### config.mk
export PLATFORM = sky130hd
export DESIGN_NAME = gem_tx_frame_sched
export DESIGN_NICKNAME = d
export VERILOG_FILES = /design/src/rtl/gem_tx_frame_sched.sv
export SDC_FILE = /design/constraint.sdc
export NUM_CORES = 1
export LEC_CHECK = 0
export BUFFER_PORTS_ARGS = -buffer_cell sky130_fd_sc_hd__buf_2
export CORE_MARGIN = 3
export CORE_UTILIZATION = 41
export DETAILED_ROUTE_END_ITERATION = 10
export GPL_TIMING_DRIVEN = 1
export PLACE_DENSITY = 0.79
export SLEW_MARGIN = 20
export SYNTH_ARGS = -nofsm -noshare
export SYNTH_HDL_FRONTEND = slang
export SYNTH_SLANG_ARGS = --single-unit
### constraint.sdc
create_clock -name clk -period 3.4 [get_ports clk]
set_clock_uncertainty 0.2 [all_clocks]
set_input_delay 0.34 -clock clk [delete_from_list [all_inputs] [get_ports clk]]
set_output_delay 0.34 -clock clk [all_outputs]
set_load 0.01 [all_outputs]
### src/rtl/gem_tx_frame_sched.sv
// Frame-level round-robin scheduler feeding the GEM ext-FIFO TX path from NUM_PORTS AXIS sources.
// Optional mid-frame stall abort is compiled in with `define GEM_TX_SCHED_TIMEOUT_EN.
module gem_tx_frame_sched #(
    parameter int NUM_PORTS      = 4,
    parameter int DATA_WIDTH     = 8,
    parameter int MAX_INFLIGHT   = 2,
    parameter int TIMEOUT_CYCLES = 64
) (
    input  logic                            clk,
    input  logic                            rstn,
    input  logic [NUM_PORTS*DATA_WIDTH-1:0] s_axis_tdata,
    input  logic [NUM_PORTS-1:0]            s_axis_tvalid,
    input  logic [NUM_PORTS-1:0]            s_axis_tlast,
    input  logic [NUM_PORTS-1:0]            s_axis_tuser,
    output logic [NUM_PORTS-1:0]            s_axis_tready,
    output logic [DATA_WIDTH-1:0]           m_axis_tdata,
    output logic                            m_axis_tvalid,
    output logic                            m_axis_tlast,
    output logic                            m_axis_tuser,
    input  logic                            m_axis_tready,
    input  logic                            gem_dma_tx_end_tog,
    output logic [$clog2(NUM_PORTS)-1:0]    grant_id,
    output logic [3:0]                      inflight,
    output logic                            abort_pulse
);

    localparam int PTR_W = $clog2(NUM_PORTS);

    if (NUM_PORTS < 2 || NUM_PORTS > 8 || MAX_INFLIGHT < 1 || MAX_INFLIGHT > 15 ||
        TIMEOUT_CYCLES < 1) begin : g_param_check
        $error("gem_tx_frame_sched: parameter out of range");
    end

`ifdef GEM_TX_SCHED_TIMEOUT_EN
    typedef enum logic [1:0] {S_IDLE, S_XFER, S_ABORT, S_DRAIN} state_t;
`else
    typedef enum logic [1:0] {S_IDLE, S_XFER} state_t;
`endif

    state_t             r_state;
    state_t             w_state_nxt;
    logic [PTR_W-1:0]   r_rr_ptr;
    logic [PTR_W-1:0]   r_grant_id;
    logic [PTR_W-1:0]   w_pick;
    logic [3:0]         r_inflight;
    logic               r_tog_q;
    logic               w_grant_load;
    logic               w_rr_adv;
    logic               w_inc;
    logic               w_dec;
    logic               w_g_tvalid;
    logic               w_g_tlast;
    logic               w_g_tuser;
    logic [DATA_WIDTH-1:0] w_g_tdata;

    // First requesting port at or after ptr, wrapping.
    function automatic logic [PTR_W-1:0] f_rr_pick(input logic [PTR_W-1:0] ptr,
                                                   input logic [NUM_PORTS-1:0] req);
        logic [PTR_W-1:0] pick;
        logic             found;
        int               idx;
        pick  = ptr;
        found = 1'b0;
        for (int i = 0; i < NUM_PORTS; i++) begin
            idx = int'(ptr) + i;
            if (idx >= NUM_PORTS) idx = idx - NUM_PORTS;
            if (!found && req[idx]) begin
                found = 1'b1;
                pick  = PTR_W'(idx);
            end
        end
        return pick;
    endfunction

    function automatic logic [PTR_W-1:0] f_next_ptr(input logic [PTR_W-1:0] g);
        return (int'(g) == NUM_PORTS - 1) ? '0 : g + PTR_W'(1);
    endfunction

    assign w_pick     = f_rr_pick(r_rr_ptr, s_axis_tvalid);
    assign w_g_tvalid = s_axis_tvalid[r_grant_id];
    assign w_g_tlast  = s_axis_tlast[r_grant_id];
    assign w_g_tuser  = s_axis_tuser[r_grant_id];
    assign w_g_tdata  = s_axis_tdata[r_grant_id*DATA_WIDTH +: DATA_WIDTH];

`ifdef GEM_TX_SCHED_TIMEOUT_EN
    localparam int CNT_W = $clog2(TIMEOUT_CYCLES + 1);
    logic [CNT_W-1:0] r_stall_cnt;
    logic             r_abort_pulse;
    logic             w_timeout;

    assign w_timeout = (r_state == S_XFER) && !w_g_tvalid &&
                       (r_stall_cnt == CNT_W'(TIMEOUT_CYCLES - 1));

    always_ff @(posedge clk or negedge rstn) begin
        if (!rstn) begin
            r_stall_cnt   <= '0;
            r_abort_pulse <= 1'b0;
        end else begin
            if (r_state == S_XFER && !w_g_tvalid)
                r_stall_cnt <= r_stall_cnt + CNT_W'(1);
            else
                r_stall_cnt <= '0;
            r_abort_pulse <= w_timeout;
        end
    end

    assign abort_pulse = r_abort_pulse;
`else
    assign abort_pulse = 1'b0;
`endif

    always_comb begin
        w_state_nxt   = r_state;
        w_grant_load  = 1'b0;
        w_rr_adv      = 1'b0;
        s_axis_tready = '0;
        m_axis_tvalid = 1'b0;
        m_axis_tlast  = 1'b0;
        m_axis_tuser  = 1'b0;
        m_axis_tdata  = '0;
        case (r_state)
            S_IDLE: begin
                if (|s_axis_tvalid && (r_inflight < 4'(MAX_INFLIGHT))) begin
                    w_grant_load = 1'b1;
                    w_state_nxt  = S_XFER;
                end
            end
            S_XFER: begin
                m_axis_tvalid             = w_g_tvalid;
                m_axis_tlast              = w_g_tlast;
                m_axis_tuser              = w_g_tuser;
                m_axis_tdata              = w_g_tdata;
                s_axis_tready[r_grant_id] = m_axis_tready;
                if (w_g_tvalid && m_axis_tready && w_g_tlast) begin
                    w_rr_adv    = 1'b1;
                    w_state_nxt = S_IDLE;
                end
`ifdef GEM_TX_SCHED_TIMEOUT_EN
                else if (w_timeout) begin
                    w_state_nxt = S_ABORT;
                end
`endif
            end
`ifdef GEM_TX_SCHED_TIMEOUT_EN
            // Close the downstream frame as bad, then swallow the rest of the source frame.
            S_ABORT: begin
                m_axis_tvalid = 1'b1;
                m_axis_tlast  = 1'b1;
                m_axis_tuser  = 1'b1;
                if (m_axis_tready) w_state_nxt = S_DRAIN;
            end
            S_DRAIN: begin
                s_axis_tready[r_grant_id] = 1'b1;
                if (w_g_tvalid && w_g_tlast) begin
                    w_rr_adv    = 1'b1;
                    w_state_nxt = S_IDLE;
                end
            end
`endif
            default: w_state_nxt = S_IDLE;
        endcase
    end

    // Every terminating beat handed downstream is a frame the GEM will later report as ended.
    assign w_inc = m_axis_tvalid && m_axis_tready && m_axis_tlast;
    assign w_dec = gem_dma_tx_end_tog ^ r_tog_q;

    always_ff @(posedge clk or negedge rstn) begin
        if (!rstn) begin
            r_state    <= S_IDLE;
            r_rr_ptr   <= '0;
            r_grant_id <= '0;
            r_inflight <= '0;
            r_tog_q    <= 1'b0;
        end else begin
            r_state <= w_state_nxt;
            r_tog_q <= gem_dma_tx_end_tog;
            if (w_grant_load) r_grant_id <= w_pick;
            if (w_rr_adv)     r_rr_ptr   <= f_next_ptr(r_grant_id);
            if (w_inc && !w_dec)
                r_inflight <= r_inflight + 4'd1;
            else if (!w_inc && w_dec && r_inflight != 4'd0)
                r_inflight <= r_inflight - 4'd1;
        end
    end

    assign grant_id = r_grant_id;
    assign inflight = r_inflight;

endmodule

==> flow_summary.ini <==
[timing]
worstMarginPinSlew_ns = 0.514
relSlewSlack_pct = 65.5
fmax_mhz = 342
rsz0062_at_grt = false
finalSetupTns_ns = 0
finalHoldViolations = 0
setup_violations = 0
min_period_ns = 2.92
maxSlewViolCount = 0
layout_setup_ws_ns = 0.479
fin_crit_sh_pct = 85.9

[final_layout]
areaGrowthSynthToFinish_pct = 39.7
drive_above_1_share_pct = 55.9
regArea_um2 = 250
utilization_pct = 62.6
fillers = 192
multi_input_area_um2 = 744
num_antenna_cells = 0
num-nets-final = 218

[worst_hold_path]
hp-class = in -> reg

[grt]
grt_max_degree = 20
antenna_found_initial = 0
grt_pass1_vias = 988
grt.total_usage_pct = 17.7
grt_pass1_wl_um = 4550
overflow = 0

[yosys]
synth_flop_cell = dfrtp_1
synth_commonest_cells = and2_1 (11), mux4_2 (11), dfrtp_1 (10)
synth_edf_count = 0
synth_area_leader_cell = dfrtp_1
syn_inst = 91
async_flop_share_pct = 100
ys_seq_elements = 10
ys_types = 36
synthTopCellsByArea = dfrtp_1 (24%), mux4_2 (24%), ha_1 (7.3%), and2_1 (6.7%), mux2_4 (2.9%)
yosysWarnings = 0
syn_area_per_cell_um2 = 11.3
synth_top_area_share_pct = 24.3
syn_nets = 146
synth_area_mm2 = 0.00103
yosysSeqAreaShare_pct = 24.3

[clock_network]
h-tree-depth = 1
insertion_delay_ns = 0.26
cts_buffers = 3
cts_tree = yes
clock-sinks = 10
cts.clk_slew.worst_paths_ns = 0.06
ctsResizeCount = 0
clk_path_buf_depth = 2
root_buffer = clkbuf_4

[routing]
drtIter0Drc = 38
detail_route.vias_per_cell = 5.49
ant_nets = 0
first_pass_iters = 4
via_count = 1038
wl_per_cell_um = 14.7
routed_wl_um = 2780
drc_errors = 0

[setup_path]
worstPathRequired_ns = 3.35
cpPeakStageDelay_ns = 0.53
critPathCaptureType = register
crit_fanout = 5
critical_path_buf_inv_count = 2
path_delay_family = compound AO/OA/AOI/OAI gates
crit_slowest_cell = dlygate4sd3_1
path_cells = dlygate4sd3_1 > buf_2 > xnor2_1 > nand4b_2 > ha_1 > a21o_1 > a2111oi_0 > a2bb2oi_1 > xnor2_1
crit_type = in -> reg
start_kind = input pin
arrival_ns = 2.87
crit_top_cell = xnor2_1

[floorplan]
num_rows = 17
dieArea_mm2 = 0.00315
ios = 70
die_w_um = 56.1
start_util_pct = 44.8
core_mm2 = 0.00230
die_height_um = 56.1

[power]
power_density_mw_per_mm2 = 742
power.static_leakage_nw = 0.732
ir_drop_v = 0.000550

[placed_design]
dp_hpwl_um = 2350
place_ws_ns = 0.608
port_buffers = 68
place.gp.congestion = 0.879

[run_status]
status = completed

[job]
drv_cap = 0
[flip-flops by register name, summed over array words and instances, names as in the netlist]
name and count:
grant_id 2, r_tog_q 1, inflight 4, r_rr_ptr 2
r_state 1
[final timing paths]
kind,start,to,slack (ns),cells past startpoint
setup / recovery,gem_dma_tx_end_tog,inflight[3],0.48,9
min in group asynchronous,rstn,r_rr_ptr[1],0.27,2
setup reg to reg,grant_id[0],inflight[3],0.64,7
hold reg to reg,inflight[3],inflight[3],0.32,1
hold / removal,s_axis_tvalid[1],grant_id[0],0.26,3
max in group asynchronous,rstn,inflight[0],2.54,2
[cells in the final DEF (no fill, tap or decap), types with 3 or more instances in the layout]
cell type,instances
ha_1,6
a21oi_1,3
o21ai_0,3
clkbuf_4,3
dfrtp_1,10
inv_1,3
xnor2_1,3
and3_1,4
mux4_2,11
nand2_1,4
buf_2,68
and2_1,11
nor2_1,3
[worst register-to-register path, delay by kind of cell, from the launching register on]
kind	cells	cell delay, ns
AO/OA/AOI/OAI	3	0.84
flip-flops	1	0.43
XOR/XNOR	1	0.14
adder cells (fa/ha/maj)	1	0.26
AND/OR/NAND/NOR	1	0.19
multiplexers	1	0.59
[power by group]
| group | switching, W | leakage (nW) | internal, W |
|---|---|---|---|
| Combinational | 0.000322 | 0.599 | 0.000396 |
| Sequential | 0.0000971 | 0.119 | 0.000175 |
| Clock | 0.0000362 | 0.0138 | 0.0000407 |
| Total | 0.000455 | 0.732 | 0.000612 |
[cell families (layout without fill, tap and decap cells)]
family | Yosys count | count (layout) | synth area share (%)
adders and majority gates | 7 | 7 | 9.23
other | 1 | 1 | 0.364
xor gates and xnor gates | 4 | 4 | 3.40
DFF | 10 | 10 | 24.3
buffers and inverters | 8 | 78 | 3.40
and+or+nand+nor | 31 | 31 | 19.4
muxes | 14 | 14 | 28.1
AOI/OAI and AO/OA | 16 | 16 | 11.8
[layer usage]
layer,track usage (%),vias to the layer above,wire length (um)
li1,-,492,-
met1,21.8,485,1050
met2,31.1,57,1420
met3,3.71,4,281
met4,5.08,0,27
met5,0,-,0
[repair_timing]
action / in CTS / in global routing
hold buffers: 1 / 1
hold endpoints to repair: 10 / 1
setup buffers: 0 / 0
setup endpoints to repair: 0 / 0
[cell type report]
cell class / count / share of cell area [%]
Clock buffer: 3 / 1.57
Inverter: 3 / 0.783
Multi-Input combinational cell: 73 / 51.7
Sequential cell: 10 / 17.4
Tap cell: 28 / 2.43
Timing Repair Buffer: 72 / 26.1
[through the flow]
stage	area (um2)	hold slack [ns]	power (W)	cells
detailed placement	1400	0.00926	0.00100	184
CTS	1430	0.00631	0.00108	188
floorplan	1030	-0.156	0.000769	91
finish	1440	0.260	0.00107	189
global route	1440	0.288	0.00116	189
global placement	1400	0.0113	0.000979	184
(Power assumes the default switching activity.)
